[config.mk]
export PLATFORM = sky130hd
export DESIGN_NAME = prog_sequencer
export DESIGN_NICKNAME = d
export VERILOG_FILES = /design/src/rtl/prog_seq_pkg.sv /design/src/rtl/prog_sequencer_prog_pick.sv /design/src/rtl/prog_sequencer.sv
export SDC_FILE = /design/constraint.sdc
export NUM_CORES = 1
export LEC_CHECK = 0
export ABC_AREA = 1
export BUFFER_PORTS_ARGS = -buffer_cell sky130_fd_sc_hd__buf_2
export CAP_MARGIN = 10
export CORE_MARGIN = 8
export CORE_UTILIZATION = 25
export DETAILED_ROUTE_END_ITERATION = 16
export GPL_TIMING_DRIVEN = 0
export PLACE_DENSITY = 0.51
export SYNTH_ARGS = -nofsm -noshare
export SYNTH_HDL_FRONTEND = slang
export SYNTH_SLANG_ARGS = --single-unit
[constraint.sdc]
create_clock -name CLK -period 2.73 [get_ports CLK]
set_input_delay 0.546 -clock CLK [delete_from_list [all_inputs] [get_ports CLK]]
set_output_delay 0.546 -clock CLK [all_outputs]
set_load 0.005 [all_outputs]
[src/rtl/prog_seq_pkg.sv]
// Shared definitions for the program run controller: state encoding,
// program count and the per-program end address table.
package prog_seq_pkg;

  localparam int NPROG = 5;
  localparam int IDXW  = 3;

  typedef enum logic [2:0] {
    IDLE   = 3'd0,
    SELECT = 3'd1,
    RESET  = 3'd2,
    RUN    = 3'd3,
    DRAIN  = 3'd4,
    REPORT = 3'd5,
    FIN    = 3'd6
  } state_t;

  // PC value at which each test program is considered finished.
  function automatic logic [31:0] end_addr(input logic [IDXW-1:0] idx);
    case (idx)
      3'd0:    end_addr = 32'd92;
      3'd1:    end_addr = 32'd56;
      3'd2:    end_addr = 32'd100;
      3'd3:    end_addr = 32'd148;
      3'd4:    end_addr = 32'd180;
      default: end_addr = 32'd0;
    endcase
  endfunction

endpackage

[src/rtl/prog_sequencer_prog_pick.sv]
// Combinational search for the lowest enabled program index at or above i_from.
module prog_pick
  import prog_seq_pkg::*;
#(
  parameter int MASK_W = NPROG
) (
  input  logic [MASK_W-1:0] i_mask,
  input  logic [IDXW-1:0]   i_from,
  output logic [IDXW-1:0]   o_idx,
  output logic              o_none
);

  // Scanning downward leaves the lowest qualifying index as the final winner.
  always_comb begin
    o_idx  = '0;
    o_none = 1'b1;
    for (int i = MASK_W - 1; i >= 0; i--) begin
      if (i_mask[i] && (i >= int'(i_from))) begin
        o_idx  = IDXW'(i);
        o_none = 1'b0;
      end
    end
  end

endmodule

[src/rtl/prog_sequencer.sv]
// Run controller: steps through enabled programs, holds the core in reset between
// runs, watches the PC for the end address or a timeout and reports one result each.
module prog_sequencer #(
  parameter int NPROG      = prog_seq_pkg::NPROG,
  parameter int RST_CYCLES = 2,
  parameter int TIMEOUT    = 4096
) (
  input  logic             CLK,
  input  logic             Reset,
  input  logic             start,
  input  logic             abort,
  input  logic [NPROG-1:0] prog_mask,
  input  logic [31:0]      core_pc,
  input  logic [31:0]      core_gpio,
  output logic             core_reset,
  output logic [2:0]       core_cod,
  output logic             busy,
  output logic             done,
  output logic             result_valid,
  output logic [2:0]       result_idx,
  output logic [31:0]      result_gpio,
  output logic [15:0]      result_cycles,
  output logic             result_timeout,
  output logic [2:0]       o_dbg_state
);
  import prog_seq_pkg::*;

  state_t             r_state;
  state_t             w_next;
  logic [NPROG-1:0]   r_mask;
  logic [IDXW-1:0]    r_idx;
  logic [15:0]        r_rcnt;
  logic [15:0]        r_cyc;
  logic               r_core_reset;
  logic [2:0]         r_core_cod;
  logic               r_busy;
  logic               r_done;
  logic               r_rv;
  logic [2:0]         r_res_idx;
  logic [31:0]        r_res_gpio;
  logic [15:0]        r_res_cycles;
  logic               r_res_to;
  logic [IDXW-1:0]    w_from;
  logic [IDXW-1:0]    w_pick_idx;
  logic               w_pick_none;

  // SELECT searches from the current index; REPORT asks whether anything lies above it.
  assign w_from = (r_state == REPORT) ? r_idx + 3'd1 : r_idx;

  prog_pick #(.MASK_W(NPROG)) u_pick (
    .i_mask (r_mask),
    .i_from (w_from),
    .o_idx  (w_pick_idx),
    .o_none (w_pick_none)
  );

  always_comb begin
    w_next = r_state;
    case (r_state)
      IDLE:    if (start) w_next = (prog_mask == '0) ? FIN : SELECT;
      SELECT:  w_next = w_pick_none ? FIN : RESET;
      RESET:   if (r_rcnt <= 16'd1) w_next = RUN;
      RUN: begin
        if (core_pc == end_addr(r_idx))  w_next = DRAIN;
        else if (r_cyc == 16'(TIMEOUT))  w_next = REPORT;
      end
      DRAIN:   w_next = REPORT;
      REPORT:  w_next = w_pick_none ? FIN : SELECT;
      FIN:     w_next = IDLE;
      default: w_next = IDLE;
    endcase
    if (abort && (r_state != IDLE)) w_next = IDLE;
  end

  // Output flops are loaded from the next state so they line up with the state register.
  always_ff @(posedge CLK) begin
    if (Reset) begin
      r_state      <= IDLE;
      r_mask       <= '0;
      r_idx        <= '0;
      r_rcnt       <= '0;
      r_cyc        <= '0;
      r_core_reset <= 1'b1;
      r_core_cod   <= '0;
      r_busy       <= 1'b0;
      r_done       <= 1'b0;
      r_rv         <= 1'b0;
      r_res_idx    <= '0;
      r_res_gpio   <= '0;
      r_res_cycles <= '0;
      r_res_to     <= 1'b0;
    end else begin
      r_state      <= w_next;
      r_core_reset <= !((w_next == RUN) || (w_next == DRAIN));
      r_busy       <= (w_next != IDLE);
      r_done       <= (w_next == FIN);
      r_rv         <= (w_next == REPORT);
      case (r_state)
        IDLE: begin
          if (start) begin
            r_mask <= prog_mask;
            r_idx  <= '0;
          end
        end
        SELECT: begin
          r_idx      <= w_pick_idx;
          r_core_cod <= w_pick_idx;
          r_rcnt     <= 16'(RST_CYCLES);
        end
        RESET: begin
          r_rcnt <= r_rcnt - 16'd1;
          r_cyc  <= 16'd1;
        end
        RUN:     if (w_next == RUN) r_cyc <= r_cyc + 16'd1;
        REPORT:  r_idx <= r_idx + 3'd1;
        default: ;
      endcase
      if (w_next == REPORT) begin
        r_res_idx    <= r_idx;
        r_res_gpio   <= core_gpio;
        r_res_cycles <= r_cyc;
        r_res_to     <= (r_state == RUN);
      end
    end
  end

  assign core_reset     = r_core_reset;
  assign core_cod       = r_core_cod;
  assign busy           = r_busy;
  assign done           = r_done;
  assign result_valid   = r_rv;
  assign result_idx     = r_res_idx;
  assign result_gpio    = r_res_gpio;
  assign result_cycles  = r_res_cycles;
  assign result_timeout = r_res_to;
  assign o_dbg_state    = r_state;

endmodule

# Word level (Yosys, flattened, before mapping)
# Cells that the tools add are included.
[totals]
regBits = 102
input_bits = 73
out_inout_bits = 62
elab_cells = 86
[classes]
n_addsub = 3
n_lt_le_gt_ge = 6
n_eq_ne = 17
n_mux = 27
reduce_logical = 19
[ops]
columns = ["op", "count"]
rows = [
  ["one-hot mux 16 bit (2 select lines)", 2],
  ["2-to-1 mux 3 bit", 15],
  ["one-hot mux 8 bit (5 select lines)", 1],
  ["== test 32 bit", 1],
  ["2-to-1 mux 32 bit", 1],
  ["== test 3 bit, second input constant", 6],
  ["one-hot mux 3 bit (6 select lines)", 1],
  ["adder 16 x 1 -> 16 bit, second input constant", 1],
  ["== test 16 x 13 -> 1 bit, second input constant", 1],
  ["less-or-equal comparator 16 x 1 -> 1 bit, second input constant", 1],
  ["2-to-1 mux 16 bit", 1],
  ["subtractor 16 x 1 -> 16 bit, second input constant", 1],
  ["== test 3 x 2 -> 1 bit, second input constant", 5],
  ["one-hot mux 3 bit (3 select lines)", 1],
  ["nonzero test 3 bit", 3],
  ["== test 3 x 1 -> 1 bit, second input constant", 2],
  ["greater-or-equal comparator 1 x 3 -> 1 bit, first input constant", 2],
  ["greater-or-equal comparator 2 x 3 -> 1 bit, first input constant", 2],
  ["logical AND 1 bit", 6],
  ["logical NOT 3 bit", 2],
  ["AND reduction 2 bit", 3],
  ["logical NOT 5 bit", 1],
  ["2-to-1 mux 1 bit", 5],
  ["!= test 2 bit, second input constant", 2],
  ["other kinds (5)", 6],
]

# Logic depth before layout (Yosys ltp)
[depth]
word_depth = 15
depth_mapped = 18
depth_no_buf = 18

# Cells and area by module
# From an unflattened synthesis, not the netlist that was laid out.
[unflattened]
cells_unflattened = 708
hier_area_um2 = 4833.4
[modules_own_cells]
columns = ["module", "instances", "cells_each", "area_each_um2", "seq_area_each_um2"]
rows = [
  ["prog_sequencer", 1, 683, 4728.3, 2042.0],
  ["prog_pick", 1, 25, 105.1, 0.0],
]

# Worst setup path before layout
# Ideal clock, no wire load.
[synth_path]
kind = "register -> register"
start = "register r_idx[0]"
end = "register r_cyc[13]"
setup_time_ns = 0.113
arrival_ns = 2.101
required_ns = 2.617
path_slack_ns = 0.516
path_stages_with_launch = 16
n_path_buf = 1
synth_period_minus_slack_ns = 2.214
path_cell_list = "dfxtp_1 inv_1 ha_1 nand4_1 nand3_1 nor2_2 nor2_1 nand3_1 nand2_1 nand2_2 nand3_1 nand2_1 nand2_2 buf_4 nor2_1 nor2_1"
[synth_between]
elab_chain_len = 15
word_cells_on_any_way = 33
cone_classes = "add/sub: 1; order compare: 5; eq/ne: 7; mux: 13; reduce/logical: 7"
[synth_rtl]
columns = ["element", "line", "source"]
rows = [
  ["start: declaration", "prog_sequencer.sv:31", "logic [IDXW-1:0] r_idx;"],
  ["start signal: assignment", "prog_sequencer.sv:106", "r_idx <= w_pick_idx;"],
  ["start signal: assignment", "prog_sequencer.sv:115", "REPORT: r_idx <= r_idx + 3'd1;"],
  ["adder 3 x 1 -> 3 bit", "prog_sequencer.sv:48", "assign w_from = (r_state == REPORT) ? r_idx + 3'd1 : r_idx;"],
  ["2-to-1 mux 3 bit", "prog_sequencer.sv:48", ""],
  ["greater-or-equal comparator 3 bit", "prog_sequencer_prog_pick.sv:18", "if (i_mask[i] && (i >= int'(i_from))) begin"],
  ["logical AND 1 bit", "prog_sequencer_prog_pick.sv:18", ""],
  ["2-to-1 mux 1 bit (5 in a row)", "prog_sequencer_prog_pick.sv:18", ""],
  ["2-to-1 mux 3 bit, on equally long branches", "prog_sequencer.sv:68, prog_sequencer.sv:61", ""],
  ["one-hot mux 3 bit (6 select lines) *", "prog_sequencer.sv:59", "case (r_state)"],
  ["2-to-1 mux 3 bit *", "prog_sequencer.sv:72", "if (abort && (r_state != IDLE)) w_next = IDLE;"],
  ["== test 3 x 2 -> 1 bit *", "prog_sequencer.sv:114", "RUN: if (w_next == RUN) r_cyc <= r_cyc + 16'd1;"],
  ["!= test 2 bit (no line) *", "--", ""],
  ["AND reduction 2 bit (no line) *", "--", ""],
  ["end signal: assignment", "prog_sequencer.sv:114", ""],
  ["end: declaration", "prog_sequencer.sv:33", "logic [15:0] r_cyc;"],
]
# Mark *: on every way between the ends. The rest lies on a longest branch, timed or not. The select of a mux whose other input is x is not followed.
# A chain may end at the register's enable or synchronous reset.

# Worst setup path in the final report
[layout_path]
start = "register r_state[0], in the netlist o_dbg_state[0]"
end = "register r_cyc[15]"
[layout_between]
elab_chain_len = 15
word_cells_on_any_way = 37
cone_classes = "order compare: 5; eq/ne: 7; mux: 15; reduce/logical: 10"
[layout_rtl]
columns = ["element", "line", "source"]
rows = [
  ["start: declaration", "prog_sequencer.sv:28", "state_t r_state;"],
  ["start signal: assignment", "prog_sequencer.sv:93", "r_state <= w_next;"],
  ["== test 3 bit", "prog_sequencer.sv:48, prog_sequencer.sv:59", ""],
  ["2-to-1 mux 3 bit", "prog_sequencer.sv:48", ""],
  ["greater-or-equal comparator 3 bit", "prog_sequencer_prog_pick.sv:18", ""],
  ["logical AND 1 bit", "prog_sequencer_prog_pick.sv:18", ""],
  ["2-to-1 mux 1 bit (5 in a row)", "prog_sequencer_prog_pick.sv:18", ""],
  ["2-to-1 mux 3 bit, on equally long branches", "prog_sequencer.sv:68, prog_sequencer.sv:61", ""],
  ["one-hot mux 3 bit (6 select lines)", "prog_sequencer.sv:59", ""],
  ["2-to-1 mux 3 bit", "prog_sequencer.sv:72", ""],
  ["== test 3 x 2 -> 1 bit", "prog_sequencer.sv:114", ""],
  ["!= test 2 bit (no line)", "--", ""],
  ["AND reduction 2 bit (no line)", "--", ""],
]
# Parallel ways exist; a longest one is shown, timed or not.

==> impl_metrics.ini <==
[yosys]
synth_ff_type = dfxtp_1
syn_inst = 830
syn_area_per_cell_um2 = 6.28
synth.most_common_cell = nand2_1
syn-num-nets = 912
synth_simple_gate_area_share = 0.399
synthesis.area_um2 = 5210
yosys.area.top_type_share = 0.392
yosys.area.top_type = dfxtp_1
async_reset_ff_frac = 0
seq_area_frac_synth = 0.392
synthTopCellsByArea = dfxtp_1 39%, nand2_1 16%, nor2_1 14%, inv_1 8.0%, nand3_1 4.7%
synth_xor_xnor_area_share = 0.00336
yosysWarnings = 0
synth_mux_area_frac = 0
synth_top_family_by_area = simple AND/OR/NAND/NOR gates
synth-seq-cells = 102
yosys-top-cells-count = 217 x nand2_1, 194 x nor2_1, 111 x inv_1
yosysUniqueCellTypes = 34
synth_compound_area_frac = 0.0646
synthAdderAreaFrac = 0.0216
synth_edf_count = 0

[final_layout]
stdcell_count = 1255
utilization = 0.316
drive_gt1_frac = 0.192
n_antenna_cell = 0
nets = 1057
num-fill-cells = 2323
syn_to_final_growth_pct = 25.8

[timing]
rsz0062_at_grt = false
clock_skew_ps = 9.33
finalCritPeriodShare = 0.923
drv_slew = 0
tightestPinTransition_ps = 629
fin_crit_ps = 2520
slew_headroom = 0.581
hold_violations = 0
holdWs_ps = 407
max_freq_mhz = 397
setup_viol = 0

[worst_setup_path]
worst-path-max-fanout = 10
slowest_delay_ps = 350
crit_slowest_cell = dfxtp_1
cp.required_ps = 2980
arrival_ps = 2770
r2r_slack_ps = 210
cp_cell_sequence = buf_4 -> nand3_2 -> inv_2 -> ha_1 -> nand3_1 -> nor2_2 -> nor2_1 -> nand4_1 -> nand3_2 -> nand3_1 -> nand2_2 -> nand2_2 -> buf_4 -> nor2_1 -> nor2_1
cpMostUsedCell = nor2_1
critPathCaptureType = flop
path_class = reg2reg
cp-start-kind = flop

[clock_tree]
cts.htree.levels = 3
path_clk_slew_ps = 70
cts_tree = done
worstSkewPairLatency_ps = 360
clock_path_buffers = 2
cts_made_buffers = 9
cts_num_sinks = 102
clockRootBuffer = clkbuf_16

[floorplanning]
start_util = 0.251
core_region_area_um2 = 20800
fp.dieW_um = 160
std_cell_rows = 53
die_area_um2 = 25700
fp.dieH_um = 160
io_pins = 135

[route]
drc = 0
wl_per_cell_um = 12.3
vias_per_cell = 4.18
wirelength_um = 15400
drt_iter0_markers = 188
vias = 5248
drtAntennaViolNets = 0
drt_pass1_iterations = 4

[placed_design]
dp_cells = 1238
gp_congestion = 0.792
hpwl_um = 11900
portBuffers = 133

[power]
p_leak_nw = 3.48
vdd_drop_max_mv = 0.305
p_total_mw = 6.32
p_per_area_nw_per_um2 = 964

[global_routing]
grt.total_usage = 0.120
grt.overflow.total = 0
grt_max_degree = 19
grt_pass1_wl_um = 25600
grt_pass1_vias = 5100
antenna_found_initial = 0

[outcome]
status = finished clean

[flow_run]
drv_cap = 0

[worst_hold_path]
hp-class = in2reg
[worst paths after layout]
path | start | end | depth (start not counted)
setup reg to reg | o_dbg_state[0] | r_cyc[15] | 15
hold / removal | core_gpio[29] | result_gpio[29] | 3
hold reg to reg | r_rcnt[10] | r_rcnt[10] | 1
setup / recovery | o_dbg_state[0] | r_cyc[15] | 15
[stage by stage]
step                setup WS, ps  instance area (um2)  setup TNS (ps)
floorplan                    516                 5210               0
global placement            -103                 6220           -2660
detailed placement         -89.4                 6220           -2500
CTS                         13.4                 6530               0
global route                19.3                 6560               0
finish                       211                 6560               0
[power by group]
| part | switching [mW] | total (mW) | internal (mW) |
|---|---|---|---|
| registers | 0.336 | 2.27 | 1.94 |
| logic | 1.70 | 2.70 | 1.00 |
| clock network | 0.620 | 1.34 | 0.723 |
| total | 2.66 | 6.32 | 3.66 |
[cell usage in the layout, fill, tap and decap left out, types with 7 or more instances in the layout]
master,n
nand2_1,216
nor2_1,194
buf_2,138
inv_1,110
dfxtp_1,100
nand3_1,49
a21oi_1,30
nor3_1,19
clkbuf_1,15
o21ai_0,13
ha_1,9
clkbuf_16,9
inv_2,8
nand4_1,7
[kinds of logic after synthesis]
| family | Yosys count |
|---|---|
| AO/OA/AOI/OAI | 60 |
| XOR/XNOR | 2 |
| adder cells (fa/ha/maj) | 9 |
| buffers and inverters | 150 |
| flip-flops | 102 |
| AND/OR/NAND/NOR | 507 |
[state kept, by name, indices dropped and copies added, names as in the netlist]
register / cells
result_cycles: 16
core_reset: 1
core_cod: 3
r_idx: 3
busy: 1
r_rcnt: 16
o_dbg_state: 3
result_gpio: 32
done: 1
result_idx: 3
r_mask: 5
result_valid: 1
r_cyc: 16
result_timeout: 1
[worst max-delay path: cells and delay by family (launching register included)]
| family | cells | cell delay (ps) |
|---|---|---|
| buf+inv | 3 | 480 |
| simple gates | 11 | 1310 |
| flops | 1 | 350 |
| fa+ha+maj | 1 | 250 |
[routing by layer]
| layer | wire, um | track usage | up-vias | part of all wire |
|---|---|---|---|---|
| met5 | 0 | 0 | - | 0 |
| met4 | 201 | 0.0404 | 0 | 0.013 |
| met3 | 777 | 0.0297 | 11 | 0.051 |
| met2 | 7230 | 0.201 | 86 | 0.47 |
| met1 | 7170 | 0.147 | 2313 | 0.47 |
| li1 | - | - | 2838 | - |
[layout make-up]
cell class                 count  area, um2  share of cell area
timing repair buffer         134        673               0.103
clock inverter                 7       81.3              0.0124
tap                          275        344              0.0525
multi-input combinational    578       2560               0.390
buffer                        31        179              0.0273
sequential                   102       2050               0.313
inverter                     119        447              0.0681
clock buffer                   9        225              0.0344
[repair_timing]
action / in CTS / in global routing
endpoints found under the setup margin: 50 / 63
hold buffers: 0 / 0
buffers inserted: 0 / 1
resized for setup: 2 / 7
pin swaps: 0 / 3
Note: power is estimated with default switching activity, not from simulation.
